$ cat src/rtl/qspi_fsm_arbiter_if.sv
// qspi_fsm_arbiter_if: bundles the two requester handshakes (command engine,
// XIP engine) and the sequencer-side start/done/abort signals of the
// qspi_fsm arbiter. The slave modport is the arbiter's view; the master
// modport is the view of whatever drives the requests and the done pulse.
interface qspi_fsm_arbiter_if #(
    parameter int unsigned CFG_W = 128
);
    // command engine side
    logic             cmd_req_i;
    logic [CFG_W-1:0] cmd_cfg_i;
    logic             cmd_gnt_o;
    logic             cmd_done_o;
    logic             cmd_err_o;
    // XIP engine side
    logic             xip_req_i;
    logic [CFG_W-1:0] xip_cfg_i;
    logic             xip_lock_i;
    logic             xip_gnt_o;
    logic             xip_done_o;
    logic             xip_err_o;
    // sequencer side
    logic             fsm_start_o;
    logic [CFG_W-1:0] fsm_cfg_o;
    logic             fsm_done_i;
    logic             fsm_abort_o;
    logic             busy_o;

    modport slave (
        input  cmd_req_i, cmd_cfg_i, xip_req_i, xip_cfg_i, xip_lock_i, fsm_done_i,
        output cmd_gnt_o, cmd_done_o, cmd_err_o, xip_gnt_o, xip_done_o, xip_err_o,
               fsm_start_o, fsm_cfg_o, fsm_abort_o, busy_o
    );

    modport master (
        output cmd_req_i, cmd_cfg_i, xip_req_i, xip_cfg_i, xip_lock_i, fsm_done_i,
        input  cmd_gnt_o, cmd_done_o, cmd_err_o, xip_gnt_o, xip_done_o, xip_err_o,
               fsm_start_o, fsm_cfg_o, fsm_abort_o, busy_o
    );
endinterface

$ cat src/rtl/qspi_fsm_arbiter.sv
// qspi_fsm_arbiter: shares one qspi_fsm sequencer between the command engine
// and the XIP engine. Grants one requester, latches its config, issues a
// single start pulse, waits for done and routes it back to the owner. XIP has
// priority but may only win MAX_XIP_BURST times in a row while a command is
// pending; an XIP continuous-read lock keeps ownership between XIP requests.
// Optional watchdog abort of a hung transfer: define QSPI_ARB_WATCHDOG_EN.
module qspi_fsm_arbiter #(
    parameter int unsigned CFG_W          = 128,
    parameter int unsigned MAX_XIP_BURST  = 4,
    parameter int unsigned TIMEOUT_CYCLES = 4096
) (
    input  logic                  clk,
    input  logic                  reset,
    qspi_fsm_arbiter_if.slave     bus
);

    localparam logic [1:0] ST_IDLE      = 2'd0;
    localparam logic [1:0] ST_START     = 2'd1;
    localparam logic [1:0] ST_WAIT_DONE = 2'd2;
    localparam logic [1:0] ST_RELEASE   = 2'd3;

    localparam int unsigned BW = (MAX_XIP_BURST > 0) ? $clog2(MAX_XIP_BURST + 1) : 1;
    localparam logic [BW-1:0] BURST_LIM = BW'(MAX_XIP_BURST);

    logic [1:0]       state_q, state_d;
    logic             cmd_gnt_q, cmd_gnt_d;
    logic             xip_gnt_q, xip_gnt_d;
    logic             cmd_done_q, cmd_done_d;
    logic             xip_done_q, xip_done_d;
    logic             fsm_start_q, fsm_start_d;
    logic [CFG_W-1:0] fsm_cfg_q, fsm_cfg_d;
    logic [BW-1:0]    burst_q, burst_d;
    logic             lock_q, lock_d;

    logic             pick_cmd;
    logic             pick_xip;

`ifdef QSPI_ARB_WATCHDOG_EN
    // wd_q counts WAIT_DONE cycles starting at 1, so the abort lands in cycle
    // TIMEOUT_CYCLES of the wait (TIMEOUT_CYCLES must be at least 2).
    localparam int unsigned WD_W = (TIMEOUT_CYCLES > 1) ? $clog2(TIMEOUT_CYCLES) : 1;
    localparam logic [WD_W-1:0] WD_LIM = WD_W'(TIMEOUT_CYCLES - 1);

    logic [WD_W-1:0]  wd_q, wd_d;
    logic             abort_q, abort_d;
    logic             cmd_err_q, cmd_err_d;
    logic             xip_err_q, xip_err_d;
`endif

    // Command wins when the XIP burst limit is hit, or when it is alone and no
    // XIP lock is held; otherwise a requesting XIP engine wins.
    assign pick_cmd = bus.cmd_req_i &&
                      ((burst_q == BURST_LIM) || (!bus.xip_req_i && !lock_q));
    assign pick_xip = bus.xip_req_i && !pick_cmd;

    // Next-state and next-output logic for the arbitration sequence.
    always_comb begin
        state_d     = state_q;
        cmd_gnt_d   = cmd_gnt_q;
        xip_gnt_d   = xip_gnt_q;
        cmd_done_d  = 1'b0;
        xip_done_d  = 1'b0;
        fsm_start_d = 1'b0;
        fsm_cfg_d   = fsm_cfg_q;
        burst_d     = burst_q;
        lock_d      = lock_q;
`ifdef QSPI_ARB_WATCHDOG_EN
        wd_d        = wd_q;
        abort_d     = 1'b0;
        cmd_err_d   = 1'b0;
        xip_err_d   = 1'b0;
`endif
        case (state_q)
            ST_IDLE: begin
                if (pick_cmd) begin
                    cmd_gnt_d = 1'b1;
                    fsm_cfg_d = bus.cmd_cfg_i;
                    lock_d    = 1'b0;
                    state_d   = ST_START;
                end else if (pick_xip) begin
                    xip_gnt_d = 1'b1;
                    fsm_cfg_d = bus.xip_cfg_i;
                    state_d   = ST_START;
                end
            end
            ST_START: begin
                fsm_start_d = 1'b1;
                state_d     = ST_WAIT_DONE;
`ifdef QSPI_ARB_WATCHDOG_EN
                wd_d        = WD_W'(1);
`endif
            end
            ST_WAIT_DONE: begin
`ifdef QSPI_ARB_WATCHDOG_EN
                // Once the abort has gone out the transfer is finished as an
                // error even if a late done shows up.
                if (abort_q) begin
                    cmd_done_d = cmd_gnt_q;
                    xip_done_d = xip_gnt_q;
                    cmd_err_d  = cmd_gnt_q;
                    xip_err_d  = xip_gnt_q;
                    state_d    = ST_RELEASE;
                end else if (bus.fsm_done_i) begin
                    cmd_done_d = cmd_gnt_q;
                    xip_done_d = xip_gnt_q;
                    state_d    = ST_RELEASE;
                end else if (wd_q == WD_LIM) begin
                    abort_d = 1'b1;
                end else begin
                    wd_d = wd_q + WD_W'(1);
                end
`else
                if (bus.fsm_done_i) begin
                    cmd_done_d = cmd_gnt_q;
                    xip_done_d = xip_gnt_q;
                    state_d    = ST_RELEASE;
                end
`endif
            end
            ST_RELEASE: begin
                cmd_gnt_d = 1'b0;
                xip_gnt_d = 1'b0;
                if (xip_gnt_q && bus.cmd_req_i) begin
                    burst_d = (burst_q == BURST_LIM) ? BURST_LIM : burst_q + BW'(1);
                end else begin
                    burst_d = '0;
                end
`ifdef QSPI_ARB_WATCHDOG_EN
                lock_d = xip_gnt_q && bus.xip_lock_i && !xip_err_q;
`else
                lock_d = xip_gnt_q && bus.xip_lock_i;
`endif
                state_d = ST_IDLE;
            end
            default: state_d = ST_IDLE;
        endcase
    end

    // State and output registers with synchronous reset.
    always_ff @(posedge clk) begin
        if (reset) begin
            state_q     <= ST_IDLE;
            cmd_gnt_q   <= 1'b0;
            xip_gnt_q   <= 1'b0;
            cmd_done_q  <= 1'b0;
            xip_done_q  <= 1'b0;
            fsm_start_q <= 1'b0;
            fsm_cfg_q   <= '0;
            burst_q     <= '0;
            lock_q      <= 1'b0;
        end else begin
            state_q     <= state_d;
            cmd_gnt_q   <= cmd_gnt_d;
            xip_gnt_q   <= xip_gnt_d;
            cmd_done_q  <= cmd_done_d;
            xip_done_q  <= xip_done_d;
            fsm_start_q <= fsm_start_d;
            fsm_cfg_q   <= fsm_cfg_d;
            burst_q     <= burst_d;
            lock_q      <= lock_d;
        end
    end

`ifdef QSPI_ARB_WATCHDOG_EN
    // Watchdog counter, abort pulse and error flags.
    always_ff @(posedge clk) begin
        if (reset) begin
            wd_q      <= '0;
            abort_q   <= 1'b0;
            cmd_err_q <= 1'b0;
            xip_err_q <= 1'b0;
        end else begin
            wd_q      <= wd_d;
            abort_q   <= abort_d;
            cmd_err_q <= cmd_err_d;
            xip_err_q <= xip_err_d;
        end
    end

    assign bus.fsm_abort_o = abort_q;
    assign bus.cmd_err_o   = cmd_err_q;
    assign bus.xip_err_o   = xip_err_q;
`else
    assign bus.fsm_abort_o = 1'b0;
    assign bus.cmd_err_o   = 1'b0;
    assign bus.xip_err_o   = 1'b0;
`endif

    assign bus.cmd_gnt_o   = cmd_gnt_q;
    assign bus.xip_gnt_o   = xip_gnt_q;
    assign bus.cmd_done_o  = cmd_done_q;
    assign bus.xip_done_o  = xip_done_q;
    assign bus.fsm_start_o = fsm_start_q;
    assign bus.fsm_cfg_o   = fsm_cfg_q;
    assign bus.busy_o      = (state_q != ST_IDLE);

endmodule

$ cat src/flat_wrapper.sv
// flat-port wrapper written by rule: the top's interface ports become plain ports
module qspi_fsm_arbiter_flat 
#(
    parameter int unsigned CFG_W          = 128,
    parameter int unsigned MAX_XIP_BURST  = 4,
    parameter int unsigned TIMEOUT_CYCLES = 4096
)
  (clk, reset, bus_cmd_req_i, bus_cmd_cfg_i, bus_xip_req_i, bus_xip_cfg_i, bus_xip_lock_i, bus_fsm_done_i, bus_cmd_gnt_o, bus_cmd_done_o, bus_cmd_err_o, bus_xip_gnt_o, bus_xip_done_o, bus_xip_err_o, bus_fsm_start_o, bus_fsm_cfg_o, bus_fsm_abort_o, bus_busy_o);
  qspi_fsm_arbiter_if #(.CFG_W(CFG_W)) bus_i ();
  input  logic clk;
  input  logic reset;
  input wire logic [$bits(bus_i.cmd_req_i)-1:0] bus_cmd_req_i;
  input wire logic [$bits(bus_i.cmd_cfg_i)-1:0] bus_cmd_cfg_i;
  input wire logic [$bits(bus_i.xip_req_i)-1:0] bus_xip_req_i;
  input wire logic [$bits(bus_i.xip_cfg_i)-1:0] bus_xip_cfg_i;
  input wire logic [$bits(bus_i.xip_lock_i)-1:0] bus_xip_lock_i;
  input wire logic [$bits(bus_i.fsm_done_i)-1:0] bus_fsm_done_i;
  output wire logic [$bits(bus_i.cmd_gnt_o)-1:0] bus_cmd_gnt_o;
  output wire logic [$bits(bus_i.cmd_done_o)-1:0] bus_cmd_done_o;
  output wire logic [$bits(bus_i.cmd_err_o)-1:0] bus_cmd_err_o;
  output wire logic [$bits(bus_i.xip_gnt_o)-1:0] bus_xip_gnt_o;
  output wire logic [$bits(bus_i.xip_done_o)-1:0] bus_xip_done_o;
  output wire logic [$bits(bus_i.xip_err_o)-1:0] bus_xip_err_o;
  output wire logic [$bits(bus_i.fsm_start_o)-1:0] bus_fsm_start_o;
  output wire logic [$bits(bus_i.fsm_cfg_o)-1:0] bus_fsm_cfg_o;
  output wire logic [$bits(bus_i.fsm_abort_o)-1:0] bus_fsm_abort_o;
  output wire logic [$bits(bus_i.busy_o)-1:0] bus_busy_o;
  assign bus_i.cmd_req_i = bus_cmd_req_i;
  assign bus_i.cmd_cfg_i = bus_cmd_cfg_i;
  assign bus_i.xip_req_i = bus_xip_req_i;
  assign bus_i.xip_cfg_i = bus_xip_cfg_i;
  assign bus_i.xip_lock_i = bus_xip_lock_i;
  assign bus_i.fsm_done_i = bus_fsm_done_i;
  assign bus_cmd_gnt_o = bus_i.cmd_gnt_o;
  assign bus_cmd_done_o = bus_i.cmd_done_o;
  assign bus_cmd_err_o = bus_i.cmd_err_o;
  assign bus_xip_gnt_o = bus_i.xip_gnt_o;
  assign bus_xip_done_o = bus_i.xip_done_o;
  assign bus_xip_err_o = bus_i.xip_err_o;
  assign bus_fsm_start_o = bus_i.fsm_start_o;
  assign bus_fsm_cfg_o = bus_i.fsm_cfg_o;
  assign bus_fsm_abort_o = bus_i.fsm_abort_o;
  assign bus_busy_o = bus_i.busy_o;
  qspi_fsm_arbiter #(.CFG_W(CFG_W), .MAX_XIP_BURST(MAX_XIP_BURST), .TIMEOUT_CYCLES(TIMEOUT_CYCLES)) u_core (.clk(clk), .reset(reset), .bus(bus_i));
endmodule
$ cat config.mk
export PLATFORM = sky130hd
export DESIGN_NAME = qspi_fsm_arbiter_flat
export DESIGN_NICKNAME = d
export VERILOG_FILES = /design/src/rtl/qspi_fsm_arbiter_if.sv /design/src/rtl/qspi_fsm_arbiter.sv /design/src/flat_wrapper.sv
export SDC_FILE = /design/constraint.sdc
export NUM_CORES = 1
export LEC_CHECK = 0
export CAP_MARGIN = 20
export CORE_AREA = 2 2 155 157
export CTS_CLUSTER_DIAMETER = 120
export CTS_CLUSTER_SIZE = 24
export DETAILED_ROUTE_END_ITERATION = 10
export DIE_AREA = 0 0 157 159
export PLACE_DENSITY = 0.75
export SLEW_MARGIN = 0
export SYNTH_ARGS = -nofsm -noshare
export SYNTH_HDL_FRONTEND = slang
export SYNTH_SLANG_ARGS = --single-unit
$ cat constraint.sdc
create_clock -name clk -period 2.2 [get_ports clk]
set_input_delay 0.44 -clock clk [delete_from_list [all_inputs] [get_ports clk]]
set_output_delay 0.44 -clock clk [all_outputs]
set_load 0.01 [all_outputs]
==> results by group, run 1 <==
Route
  • Final WL: between 20,000 and 25,000 um
  • DRC: 0
  • Routed vias/inst: approximately 4.7
  • Met3 WL: about 2000 um
  • Starting DRT DRC Count: slightly below 400
  • Vias: about 7,000
  • DRT met1 WL: approximately 9600 um
  • Wire length on met2: roughly 11,000 um
  • Wire length per cell after detailed routing: 15.7 um
  • First-pass iteration count of the detailed router: 4
  • Post-route ant nets: 0
  • Highest Signal Layer: met4

Floorplan
  • FP Rows: 56
  • Core area: roughly 23,000 um2
  • Die X: 157 um
  • Die H: 159 um
  • Initial core utilization: between 20% and 30%
  • Ports: 399
  • Die Area: between 20,000 and 25,000 um2

Synthesis
  • Yosys top cell area share: 43.0%
  • Synthesis-stage register bit count: 139
  • Synth area leader: dfxtp_1
  • Async S/R FF share, synth: 0%
  • Top_reg_cell synth: dfxtp_1
  • Syn Area/Cell: roughly 8.3 um2
  • Mapped Cells: 782
  • Synthesized area: 6470 um2
  • Yosys cell types: 33
  • Post-synthesis sequential area ratio: a little over two fifths
  • Yosys warns: 0
  • Largest cells by area after synthesis: dfxtp_1 43%, nand2_1 15%, a311oi_2 14%
  • Post-synth EDFFs: 0

Critical path
  • Worst R2R End: u_core.bus.fsm_cfg_o[39]
  • R2R setup slack: approximately 0.28 ns
  • FF-to-FF path depth: 8
  • Worst Setup End Kind: output pin
  • CP Launch Type: flop
  • Crit path DAT: about 1.5 ns
  • Critical Path RT: roughly 1.8 ns
  • CP max FO: 9
  • Worst r2r src: u_core.state_q[0]
  • Crit Path Class: reg -> out

Layout
  • Area Overhead vs Synth: 77.6%
  • Multi-input gate area: between 3000 and 4000 um2
  • ANT cells: 0
  • Most common cell after layout, fill and taps aside: clkdlybuf4s50_1
  • Nets@finish: 1,425
  • Reg area: between 2000 and 3000 um2
  • Design area: 11,500 um2
  • Fillers: 2,185
  • Layout cells sized above 1: a little under an eighth
  • Most frequent cells in the layout: 393 x clkdlybuf4s50_1, 259 x nand2_1, 139 x dfxtp_1

Power
  • P_int: around 8400 uW
  • Static Leak: 0.00434 uW
  • Reg power frac: between 20% and 30%
  • PD cells: between 1000 and 1500 nW/um2
  • Switching power total: about 4600 uW
  • Gate power share: between 40 and 50%
  • Switching share of power: between 30 and 40%
  • VDD IR max: 0.491 mV
  • Clk pwr share: a little over a fifth

Placed design
  • DP Area: approximately 11,000 um2
  • Post-DP HPWL: between 15,000 and 20,000 um
  • Final GP Congestion: roughly 0.82
  • DP Worst Slack: roughly 0.04 ns
  • Port Buffers: approximately 400

STA
  • Fin crit period: slightly below 2 ns
  • Final period util: about nine tenths
  • Max-slew violations: 0
  • TNS Setup: 0 ns
  • Endpoints failing setup: 0
  • Peak Freq: a little over 500 MHz
  • RSZ-0062 raised after global routing: false
  • Final worst slack: between 0.2 and 0.25 ns
  • Fin Clk Skew: around 0.012 ns
  • Final hold vios: 0

Global routing
  • First-pass GRT wire length: roughly 37,000 um
  • Largest net degree at the start of global routing: around 70
  • Antenna violations before repair: 0
  • Vias in the first global route: roughly 7,000
  • GRT Overall Usage: between 10% and 20%
  • Grt ovf: 0

Clock network
  • Clk_lat worst skew: roughly 0.41 ns
  • CTS tree: done
  • Hold Buf Count CTS: 0
  • CTS Buffer Depth: 2
  • Sink Count: approximately 140
  • Root buffer cell: clkbuf_16
  • Clk pin slew, worst setup/hold paths: ~0.07 ns
  • CTS HTree Levels: 4
  • CTS Buf Count: 17

Min path
  • HP Start: reset
  • Hold depth: 2
  • Endpoint, Worst Hold: u_core.bus.fsm_cfg_o[90]
  • Worst Hold Class: in -> reg

Run
  • Maxcap violations: 0

Run status
  • Status: complete, no violations
-- synth_stat cells, drive strengths merged (2+ instances only) --
| library cell | instances |
|---|---|
| nor3b | 3 |
| ha | 6 |
| nor2 | 133 |
| mux2i | 2 |
| a311oi | 128 |
| nor2b | 4 |
| nand3 | 2 |
| a21oi | 5 |
| dfxtp | 139 |
| o21ai | 2 |
| inv | 7 |
| nor3 | 3 |
| nand2 | 261 |
| clkbuf | 24 |
| buf | 51 |
-- per-stage QoR --
step	std cells	utilization, %	total power (uW)	hold slack (ns)
floorplan	784	-	7020	0.457
global placement	1457	47.0	10100	0.474
detailed placement	1457	47.0	10300	0.477
CTS	1489	49.6	13200	0.433
global route	1489	49.6	13900	0.453
finish	1489	49.6	13000	0.446
-- critical path, stage by stage (launching register included) --
cell and delay, ns:
dfxtp_1 0.34, inv_1 0.10, ha_2 0.28, inv_1 0.10
dlygate4sd2_1 0.29
-- sequential cells by signal, indices dropped and copies added (netlist names) --
name / flops
u_core.burst_q: 3
u_core.bus.cmd_done_o: 1
u_core.bus.cmd_gnt_o: 1
u_core.bus.fsm_cfg_o: 128
u_core.bus.fsm_start_o: 1
u_core.bus.xip_done_o: 1
u_core.bus.xip_gnt_o: 1
u_core.lock_q: 1
u_core.state_q: 2
-- how the worst max path moves through the flow --
| stage | slack (ns) | endpoint | cells past startpoint | startpoint |
|---|---|---|---|---|
| finish | 0.24 | bus_busy_o | 4 | u_core.state_q[0] |
| global placement | 0.08 | u_core.bus.fsm_cfg_o[104] | 6 | bus_xip_req_i |
| global route | 0.14 | bus_busy_o | 4 | u_core.state_q[0] |
| detailed placement | 0.04 | u_core.bus.fsm_cfg_o[91] | 7 | bus_xip_req_i |
| floorplan | 0.52 | u_core.bus.fsm_cfg_o[100] | 8 | u_core.burst_q[0] |
| CTS | 0.23 | bus_busy_o | 4 | u_core.state_q[0] |
-- cell families (layout without fill, tap and decap cells) --
group	count (synthesis)	after routing	synth area share, %
mux	2	2	0.309
flops	139	139	43.0
buf+inv	82	468	6.26
simple gates	410	410	24.5
compound gates	142	142	24.8
other cells	1	3	0.0579
fa+ha+maj	6	6	1.16
-- routing by layer --
| metal | track usage (%) | up-vias |
|---|---|---|
| met5 | 0 | - |
| met4 | 6.13 | 0 |
| met3 | 5.50 | 40 |
| met2 | 31.1 | 297 |
| met1 | 21.5 | 3242 |
| li1 | - | 3456 |
-- area by class of cell --
cell class | instances | area share [%]
repair buffers | 429 | 38.2
multi-input cells | 563 | 28.7
flip-flops and latches | 139 | 24.2
clock buffers | 19 | 3.94
well taps | 319 | 3.47
clock inverters | 13 | 1.15
inverters | 7 | 0.229
-- power groups by stage --
stage	clock, uW	combinational [uW]	sequential [uW]
3_3_place_gp	0	6210	3900
4_1_cts	2940	6350	3880
6_report	2850	6290	3890
2_1_floorplan	0	2740	4280
5_1_grt	3030	6830	3990
3_5_place_dp	0	6330	3930
-- what timing repair did --
item | CTS | global route
setup endpoints to repair | 1 | 0
resized for setup | 2 | 0
hold endpoints to repair | 0 | 0
setup buffers | 0 | 0
Note: power is estimated with default switching activity, not from simulation.
==> run 2: changes to the inputs <==
==> constraint.sdc (replaced) <==
create_clock -name clk -period 1.9 [get_ports clk]
set_input_delay 0.38 -clock clk [delete_from_list [all_inputs] [get_ports clk]]
set_output_delay 0.38 -clock clk [all_outputs]
set_load 0.01 [all_outputs]
==> run 2 against run 1 <==
Effect of this change: via count rose by 3.4%; flip-flop and latch count did not move; clock-buffer cell count did not move; critical path depth rose by 5; hold slack got worse by 0.055 ns; first-iteration DRC count rose by 6.1%; sequential power rose by 16%; worst setup slack got worse by 0.16 ns; cell area rose by 5.0%.
==> results by group, run 2 (synthesis results as in run 1) <==
Layout
  • Multi-input gate area: 3340 um2 (was 3300 um2)
  • Reg area: 2780 um2 (about the same)
  • Most frequent cells in the layout: 393 x clkdlybuf4s50_1, 259 x nand2_1, 138 x dfxtp_1 (was 393 x clkdlybuf4s50_1, 259 x nand2_1, 139 x dfxtp_1)
  • Max FFs per register: 128 (unchanged)
  • Nets@finish: 1,472 (was 1,425)
  • Area Overhead vs Synth: 86.5% (was 77.6%)
  • Most common cell after layout, fill and taps aside: clkdlybuf4s50_1 (unchanged)
  • Layout cells sized above 1: 15.1% (was 11.3%)
  • Fillers: 2,130 (was 2,185)
  • ANT cells: 0 (unchanged)

Critical path
  • CP Launch Type: flop (unchanged)
  • Critical Path RT: 2.22 ns (was 1.76 ns)
  • Crit path DAT: 2.14 ns (was 1.52 ns)
  • Crit Path Class: reg -> reg (was reg -> out)
  • Worst Setup End Kind: flop (was output pin)
  • CP max FO: 15 (was 9)

Clock network
  • CTS tree: done (unchanged)
  • Clk_lat worst skew: 0.41 ns (about the same)
  • Root buffer cell: clkbuf_16 (unchanged)
  • Clk pin slew, worst setup/hold paths: 0.07 ns (about the same)
  • CTS Buf Count: 17 (unchanged)
  • Hold Buf Count CTS: 0 (unchanged)
  • CTS HTree Levels: 4 (unchanged)
  • Sink Count: 139 (unchanged)
  • CTS Buffer Depth: 2 (unchanged)

Power
  • Pwr Total: 15,800 uW (was 13,000 uW)
  • P_int: 10,300 uW (was 8410 uW)
  • Reg power frac: 28.5% (was 29.8%)
  • PD cells: 1310 nW/um2 (was 1130 nW/um2)
  • Gate power share: 51.3% (was 48.3%)
  • Static Leak: 0.00463 uW (was 0.00434 uW)
  • Switching power total: 5520 uW (was 4620 uW)
  • Clk pwr share: 20.1% (was 21.9%)
  • VDD IR max: 0.594 mV (was 0.491 mV)
  • Switching share of power: 34.9% (was 35.5%)

Global routing
  • First-pass GRT wire length: 36,700 um (unchanged)
  • GRT Overall Usage: 18.3% (was 18.2%)
  • Vias in the first global route: 7,069 (was 7,026)
  • Grt ovf: 0 (unchanged)
  • Largest net degree at the start of global routing: 64 (was 68)
  • Antenna violations before repair: 0 (unchanged)

Route
  • DRT met1 WL: 10,500 um (was 9620 um)
  • DRC: 0 (unchanged)
  • Vias: 7,275 (was 7,035)
  • Starting DRT DRC Count: 416 (was 392)
  • Highest Signal Layer: met4 (unchanged)
  • Wire length on met2: 12,300 um (was 11,300 um)
  • Final WL: 25,400 um (was 23,400 um)
  • Met3 WL: 1960 um (about the same)
  • First-pass iteration count of the detailed router: 5 (was 4)
  • Post-route ant nets: 0 (unchanged)
  • Wire length per cell after detailed routing: 16.6 um (was 15.7 um)
  • Routed vias/inst: 4.74 (was 4.72)

Floorplan
  • Initial core utilization: 27.9% (unchanged)
  • Die H: 159 um (unchanged)
  • Core area: 23,200 um2 (unchanged)
  • FP Rows: 56 (unchanged)
  • Die Area: 25,000 um2 (unchanged)
  • Ports: 399 (unchanged)
  • Die X: 157 um (unchanged)

STA
  • Fin Clk Skew: 0.0105 ns (was 0.0121 ns)
  • Worst rel slew slack: approximately two thirds
  • Max-slew violations: 0 (unchanged)
  • Endpoints failing setup: 0 (unchanged)
  • Final period util: between 90% and 100%
  • Worst Tran Pin Value: roughly 0.53 ns
  • Peak Freq: roughly 550 MHz
  • Final hold vios: 0 (unchanged)
  • Fin crit period: 1.82 ns
  • RSZ-0062 raised after global routing: false (unchanged)
  • TNS Setup: 0 ns (unchanged)

Run
  • Maxcap violations: 0 (unchanged)

Min path
  • Worst Hold Class: in -> reg (unchanged)

Placed design
  • Port Buffers: 395 (unchanged)
  • Final GP Congestion: 0.847 (was 0.822)
  • Post-DP HPWL: 17,800 um (was 17,400 um)

Run status
  • Status: complete, no violations (unchanged)
[run 2: metrics by stage]
stage / cell area [um2] / cells / util (%) / hold WS [ns] / setup slack [ns]
final: 12100 / 1535 / 52.1 / 0.392 / 0.0828
after global routing: 12100 / 1535 / 52.1 / 0.417 / 0.0149
after CTS: 11700 / 1515 / 50.5 / 0.383 / -0.000973
after detailed placement: 11100 / 1484 / 48.0 / 0.490 / -0.313
after global placement: 11100 / 1484 / 48.0 / 0.470 / -0.238
after floorplan: 6480 / 784 / - / 0.457 / 0.218
[run 2: power groups by stage]
| stage | logic [uW] | clock network [uW] | registers [uW] |
|---|---|---|---|
| after CTS | 7560 | 3260 | 4510 |
| after detailed placement | 7540 | 0 | 4560 |
| after global routing | 8760 | 3360 | 4620 |
| after global placement | 7430 | 0 | 4520 |
| after floorplan | 3170 | 0 | 4960 |
| final | 8110 | 3180 | 4510 |
[run 2: critical path, stage by stage, from the launching register on]
cell and delay (ns):
dfxtp_1 0.38, inv_2 0.07, ha_4 0.19, nand2_2 0.14, a31oi_4 0.11, buf_12 0.16
buf_16 0.16, buf_4 0.15, clkbuf_16 0.16, a311oi_2 0.19
[run 2: timing repair]
| item | CTS | global route |
|---|---|---|
| pin swaps | 0 | 8 |
| gates cloned | 0 | 8 |
| resized for setup | 5 | 12 |
| hold endpoints to repair | 0 | 0 |
| endpoints found under the setup margin | 76 | 125 |
| buffers inserted | 0 | 12 |
[run 2: path summary, 6_finish.rpt]
path	from	endpoint	slack (ns)	depth (start not counted)
max	u_core.burst_q[0]	u_core.bus.fsm_cfg_o[22]	0.08	9
min	reset	u_core.bus.xip_gnt_o	0.39	2
max reg2reg	u_core.burst_q[0]	u_core.bus.fsm_cfg_o[22]	0.08	9
min reg2reg	u_core.bus.fsm_cfg_o[61]	u_core.bus.fsm_cfg_o[61]	0.50	2
[run 2: final cells by class]
type / count / share of cell area (%)
Clock buffer: 19 / 3.59
Clock inverter: 12 / 0.964
Inverter: 7 / 0.218
Multi-Input combinational cell: 563 / 27.7
Sequential cell: 139 / 23.1
Tap cell: 319 / 3.31
Timing Repair Buffer: 476 / 41.2
[run 2: per-layer routing]
metal / up-vias / track usage, %
met4: 0 / 6.30
met1: 3381 / 21.4
met3: 42 / 5.44
met5: - / 0
li1: 3559 / -
met2: 293 / 31.5
